--- config.mk ---
export PLATFORM = sky130hd
export DESIGN_NAME = mem_ctrl
export DESIGN_NICKNAME = d
export VERILOG_FILES = /design/src/rtl/mem_ctrl.sv
export SDC_FILE = /design/constraint.sdc
export NUM_CORES = 1
export LEC_CHECK = 0
export ABC_AREA = 1
export BUFFER_PORTS_ARGS = -buffer_cell sky130_fd_sc_hd__buf_2
export CAP_MARGIN = 25
export CORE_MARGIN = 8
export CORE_UTILIZATION = 50
export DETAILED_ROUTE_END_ITERATION = 12
export GPL_ROUTABILITY_DRIVEN = 0
export PLACE_DENSITY = 0.79
export SLEW_MARGIN = 0
export SYNTH_ARGS = -nofsm -noshare
export SYNTH_HDL_FRONTEND = slang
export SYNTH_SLANG_ARGS = --single-unit
--- constraint.sdc ---
create_clock -name clk -period 8.38 [get_ports clk]
set_input_delay 0.419 -clock clk [delete_from_list [all_inputs] [get_ports clk]]
set_output_delay 0.419 -clock clk [all_outputs]
set_load 0.01 [all_outputs]
--- src/rtl/mem_ctrl.sv ---
// mem_ctrl: arbitrates icache and dcache requests onto a single byte-wide
// RAM/IO port. One 1/2/4-byte access at a time is serialised into byte
// cycles. Assembled load data is returned with a one-cycle done pulse.
//
// Ports:
//   clk, rst           clock, synchronous active-high reset
//   rdy                global enable; low freezes all state (mem_wr forced 0)
//   o_wait[1:0]        registered hold for icache (bit0) / dcache (bit1)
//   i_ic_*             icache fetch request (always 4 bytes), abort, done/data
//   i_dc_*             dcache load/store request, done/load data
//   mem_din/mem_dout   RAM read byte (one cycle after address) / write byte
//   mem_a, mem_wr      RAM byte address and write strobe
//   io_buffer_full     stalls writes to addresses >= IO_BASE
module mem_ctrl #(
  parameter int                 ADDR_W  = 32,
  parameter logic [ADDR_W-1:0]  IO_BASE = 32'h00030000
) (
  input  logic              clk,
  input  logic              rst,
  input  logic              rdy,
  output logic [1:0]        o_wait,
  input  logic              i_ic_en,
  input  logic [ADDR_W-1:0] i_ic_pc,
  input  logic              i_ic_clr,
  output logic              o_ic_done,
  output logic [31:0]       o_ic_dt,
  input  logic              i_dc_en,
  input  logic              i_dc_ls,
  input  logic [ADDR_W-1:0] i_dc_pc,
  input  logic [31:0]       i_dc_dt,
  input  logic [2:0]        i_dc_len,
  output logic              o_dc_done,
  output logic [31:0]       o_dc_dt,
  input  logic [7:0]        mem_din,
  output logic [7:0]        mem_dout,
  output logic [ADDR_W-1:0] mem_a,
  output logic              mem_wr,
  input  logic              io_buffer_full
);

  typedef enum logic [1:0] {IDLE, RD, WR, DONE} state_t;

  state_t            state_q, state_d;
  logic [2:0]        k_q, k_d;
  logic [1:0]        wait_q;

  logic [ADDR_W-1:0] base_q;
  logic [2:0]        len_q;
  logic              ls_q;
  logic              own_dc_q;
  logic [31:0]       sdata_q;
  logic [31:0]       dt_q;

  logic              grant_dc;
  logic              grant_ic;
  logic [ADDR_W-1:0] cur_a;
  logic              stall;
  logic              rd_active;
  logic              wr_active;
  logic [1:0]        k_prev;

  // Byte lane k of a little-endian word.
  function automatic logic [7:0] byte_lane(input logic [31:0] w, input logic [1:0] k);
    byte_lane = w[{k, 3'b000} +: 8];
  endfunction

  assign cur_a     = base_q + ADDR_W'(k_q);
  assign rd_active = (state_q == RD) && (k_q < len_q);
  assign wr_active = (state_q == WR);
  // Only writes into IO space are held back by the IO buffer.
  assign stall     = wr_active && (cur_a >= IO_BASE) && io_buffer_full;
  assign k_prev    = k_q[1:0] - 2'd1;

  // Next-state: arbitration, byte sequencing and abort
  always_comb begin
    state_d  = state_q;
    k_d      = k_q;
    grant_dc = 1'b0;
    grant_ic = 1'b0;
    case (state_q)
      IDLE: begin
        if (i_dc_en) begin
          grant_dc = 1'b1;
          state_d  = i_dc_ls ? WR : RD;
          k_d      = 3'd0;
        end else if (i_ic_en) begin
          grant_ic = 1'b1;
          state_d  = RD;
          k_d      = 3'd0;
        end
      end
      RD: begin
        // k runs one past the last address so the final byte can be sampled.
        if (!own_dc_q && i_ic_clr) begin
          state_d = IDLE;
          k_d     = 3'd0;
        end else if (k_q == len_q) begin
          state_d = DONE;
          k_d     = 3'd0;
        end else begin
          k_d = k_q + 3'd1;
        end
      end
      WR: begin
        if (!stall) begin
          if (k_q == len_q - 3'd1) begin
            state_d = DONE;
            k_d     = 3'd0;
          end else begin
            k_d = k_q + 3'd1;
          end
        end
      end
      DONE: begin
        state_d = IDLE;
        k_d     = 3'd0;
      end
      default: begin
        state_d = IDLE;
        k_d     = 3'd0;
      end
    endcase
  end

  // Control registers
  always_ff @(posedge clk) begin
    if (rst) begin
      state_q <= IDLE;
      k_q     <= 3'd0;
      wait_q  <= 2'b00;
    end else if (rdy) begin
      state_q <= state_d;
      k_q     <= k_d;
      wait_q  <= (state_d != IDLE) ? 2'b11 : 2'b00;
    end
  end

  // Request fields latched at grant; read bytes assembled one cycle after address
  always_ff @(posedge clk) begin
    if (rdy) begin
      if (grant_dc) begin
        base_q   <= i_dc_pc;
        len_q    <= i_dc_len;
        ls_q     <= i_dc_ls;
        own_dc_q <= 1'b1;
        sdata_q  <= i_dc_dt;
        dt_q     <= 32'd0;
      end else if (grant_ic) begin
        base_q   <= i_ic_pc;
        len_q    <= 3'd4;
        ls_q     <= 1'b0;
        own_dc_q <= 1'b0;
        sdata_q  <= 32'd0;
        dt_q     <= 32'd0;
      end else if (state_q == RD && k_q != 3'd0) begin
        dt_q[{k_prev, 3'b000} +: 8] <= mem_din;
      end
    end
  end

  // Output decode
  always_comb begin
    o_wait    = wait_q;
    mem_a     = '0;
    mem_wr    = 1'b0;
    mem_dout  = 8'd0;
    o_ic_done = 1'b0;
    o_ic_dt   = 32'd0;
    o_dc_done = 1'b0;
    o_dc_dt   = 32'd0;
    if (rd_active || wr_active)
      mem_a = cur_a;
    if (wr_active) begin
      mem_dout = byte_lane(sdata_q, k_q[1:0]);
      mem_wr   = rdy && !stall;
    end
    if (state_q == DONE && rdy) begin
      if (own_dc_q) begin
        o_dc_done = 1'b1;
        o_dc_dt   = ls_q ? 32'd0 : dt_q;
      end else if (!i_ic_clr) begin
        o_ic_done = 1'b1;
        o_ic_dt   = dt_q;
      end
    end
  end

endmodule

# Word level (Yosys, flattened, before mapping)
# Cells that the tools add are included.
# word_totals
n_memories	0
out_inout_bits	109
ff_bits	108
romBits	0
in_bits	115
ram_bits	0
word_cells	90
latch_bits	0
# classes
shifts	3
bitwise	0
n_addsub	5
eq_ne	7
mux	45
n_lt_le_gt_ge	2
multipliers	0
div	0
n_reduce_logical	19
# op_table
op	n
$mux W32	12
$add A32 B3 Y32	1
$bwmux W32	1
$ge A32 B18 Y1 const B	1
$shift A8 B7 Y32 const A	1
$shiftx A32 B6 Y8	1
$shiftx A8 B7 Y32	1
$mux W3	8
$mux W2	8
$mux W1	13
$pmux W3 S4	1
$mux W8	1
$pmux W2 S4	1
$logic_and A1 B1 Y1	7
$neg A5 Y7	1
$eq A3 B3 Y1	2
$reduce_bool A3 Y1	2
$eq A2 B2 Y1 const B	2
$reduce_and A2 Y1	2
$reduce_bool A2 Y1	2
$add A3 B1 Y3 const B	1
$lt A3 B3 Y1	1
$ne A3 B3 Y1 const B	1
$reduce_and A3 Y1	1
other kinds (8)	9

# Longest topological paths before layout
# depth
depth_word	8
mapped_depth	22

# Least setup slack after synthesis
# No wires, ideal clock.
# synth_timing
path_kind	register to register
start	reg state_q[0]
end	reg base_q[0] (enable)
path_slack_ns	3.803
path_buffers	0
period_less_slack_ns	4.577
path_stages_with_launch	7
t_arrival_ns	4.080
cell_sequence	dfxtp_1 > inv_1 > ha_1 > inv_1 > nor2_1 > inv_1 > nor2_1
# synth_via
elab_chain_len	4
word_cells_on_any_way	5
classes_between	mux (2); reduce/logical (3)
# synth_lines
element	line_no	text
start, declared	43	state_t state_q, state_d;
start signal, assigned	132	state_q <= state_d;
$logic_not A2 Y1 *	80	case (state_q)
$mux W1	80	
$reduce_bool A2 Y1 (no source line) *	-	
$reduce_and A2 Y1 (no source line) *	-	
end signal, assigned	142	base_q <= i_dc_pc;
end signal, assigned	149	base_q <= i_ic_pc;
end, declared	47	logic [ADDR_W-1:0] base_q;
# Mark *: on every way between the ends. The rest lies on a longest branch, timed or not.
# A chain may end at the register's enable or synchronous reset.

# Final worst setup path
# layout_timing
start	reg k_q[0]
end	out mem_a[10]
# layout_via
elab_chain_len	4
word_cells_on_any_way	5
classes_between	add/sub (1); order compare (1); mux (1); reduce/logical (2)
# layout_lines
element	line_no	text
start, declared	44	logic [2:0] k_q, k_d;
start signal, assigned	133	k_q <= k_d;
parallel branches: the longest is 3 deep, another holds $add A32 B3 Y32	-	
$mux W32 *	171	if (rd_active || wr_active)
end, declared	36	output logic [ADDR_W-1:0] mem_a,
# Every way passes the cells marked *.

==> metrics <==
Post-Syn Instances=939; hold_buf cts=0; launch point of the worst reg-to-reg path=k_q[0]; FF+latch count, synth=107; slowest stage delay, CP=900 ps; CTS resizes=0; Die Y=133 um; first-pass GRT wire length=30.3 mm; Clock Sinks=107; RSZ-0062 raised after global routing=no; critical path peak fanout=26; VDD IR max=130 uV; Cell Pwr Density=163 nW/um^2; post-layout min period=3750 ps; Max-cap violations=0; initial antenna violation count=1; Slew HR=33.7%; Final Instance Count excl. Fillers=1330; Post-synth top cells=nand2_1 (254), nor2_1 (214), inv_1 (135), edfxtp_1 (101), a21oi_1 (61); Final Max Tran Viols=0; Post-Place Cell Area=8100 sq um; All-Layer GR Usage=20.9%; H-tree Lvls=3; achievable frequency=266 MHz; global route overflow=0; CP most frequent cell=inv_1; Root Driver=clkbuf_16; most common cell in the netlist=nand2_1; Yosys top cell area share=44.5%; YS warnings=0; Critical Path RT=7960 ps; IO buf count=223; worst hold slack=274 ps; Post-synth EDFFs=101; ANT nets after route=0; CP Capture Type=output port; CP arrival=3330 ps; Tcrit/Tclk final=44.8%; DR WL met3=1.48 mm; Final Core Density=63.3%; syn nets=1073; Mean Syn Cell Area=7.26 sq um; Synth cell types=36; DR top layer=met5; metal2 WL=9.07 mm; CP cell instances=inv_1 > ha_1 > nand3b_1 > a31oi_2 > buf_4 > inv_1 > o21ai_0 > a21oi_1 > buf_2; antenna cells=0; Num CTS Buffers=9; largest area contributor in the netlist=edfxtp_1; crit path from=k_q[0]; final hold vios=0; I/O Pins=224; Inst Count DP=1314; Final Net Count=1284; setup bufs post-CTS=0; share of cells above drive strength 1=23.2%; ys async rst share=0%; final std cell area, no fill=8420 sq um; CTS tree=done; largest net degree at the start of global routing=69; via count=6616; Seq/Total Area, Yosys=46.3%; Synth Flop Type=edfxtp_1; FP Rows=42; Die X=133 um; FF-to-FF End=dt_q[3]; Setup CP Type=flip-flop to output port; CP max stage cell=dfxtp_1; Synth area leaders=edfxtp_1 (45%), nand2_1 (14%), nor2_1 (12%); vias in the first global route=6043; met1 WL=8.18 mm; die area=17600 sq um; Filler Cell Count=1210; Final setup viols=0; initial core utilization=51.3%; vias per inst=4.97; slew of the pin with the lowest slew margin=992 ps; Lkg Pwr=4.36 nW; r2r setup slk=4880 ps; status=completed; DRT Pass-1 Iters=5; HP Class=input pin to flip-flop; worst-case reg-to-reg path depth=6; area of the mapped netlist=6820 sq um; Post-route DRC=0; dpl hpwl=14.8 mm; CTS max path bufs=2; core area=13300 sq um; Critical Path End=mem_a[10]; drt first-iter violations=587; final wirelength=19.1 mm; Fin Clk Skew=8.37 ps; setup TNS=0 ps; Worst-path clk slew=70 ps; area delta synth->final=23.6%; element type at the critical path start=flip-flop; worst-skew pair later-pin latency=350 ps; wire length per cell=14.4 um
[stage by stage]
step                power, mW  setup WS, ps
finish                   1.37          4630
global route             1.44          4260
CTS                      1.38          4620
detailed placement      0.946          4920
global placement        0.939          4970
floorplan               0.851          3800
[layout make-up]
class                           count  area [sq um]  share of cell area, %
Inverter                          139           522                   6.20
Clock inverter                      6          73.8                  0.877
Sequential cell                   107          3150                   37.4
Timing Repair Buffer              230          1190                   14.1
Tap cell                          176           220                   2.61
Clock buffer                        9           225                   2.67
Multi-Input combinational cell    663          3040                   36.1
[worst min-delay path by stage]
stage	endpoint	startpoint	cells past startpoint
floorplan	state_q[0]	state_q[0]	2
CTS	o_wait[0]	rst	2
detailed placement	state_q[0]	state_q[0]	2
global route	o_wait[0]	rst	2
global placement	state_q[0]	state_q[0]	2
finish	o_wait[0]	rst	2
[critical path, delay by kind of cell (launching register included)]
kind                     cells  cell delay [ps]
AND/OR/NAND/NOR              1              160
buffers and inverters        4             1190
AO/OA/AOI/OAI                3              370
flip-flops                   1              900
adder cells (fa/ha/maj)      1              350
[placed cells by master, fill, tap and decap left out, types with 8 or more instances in the layout]
cell and count:
nand3_1 22, a21oi_1 60, o21ai_0 36, buf_2 224, clkbuf_16 9, inv_1 135, nor2_1 213, nand2_1 253
ha_1 18, edfxtp_1 101, o22ai_1 8
[kinds of logic (layout without fill, tap and decap cells)]
| kind of cell | Yosys count | count (layout) | share of synthesized area [%] |
|---|---|---|---|
| compound gates | 116 | 116 | 8.94 |
| buf+inv | 169 | 384 | 9.40 |
| flops | 107 | 107 | 46.3 |
| fa+ha+maj | 19 | 19 | 3.60 |
| simple gates | 520 | 520 | 30.8 |
| xor+xnor | 8 | 8 | 1.03 |
[sequential cells by signal (all words and copies together) (netlist names)]
register,flops
base_q,32
dt_q,32
k_q,3
len_q,3
ls_q,1
o_wait,1
own_dc_q,1
sdata_q,32
state_q,2
[power breakdown]
part / switching (mW) / internal (mW)
Combinational: 0.169 / 0.0928
Sequential: 0.0322 / 0.645
Clock: 0.199 / 0.235
Total: 0.400 / 0.973
[metal layers]
metal | vias to the layer above | track usage [%]
met5 | - | 0
met4 | 2 | 7.38
met3 | 30 | 5.30
met2 | 285 | 34.7
met1 | 2927 | 25.8
li1 | 3372 | -
Power figures use the tool's default switching activity.
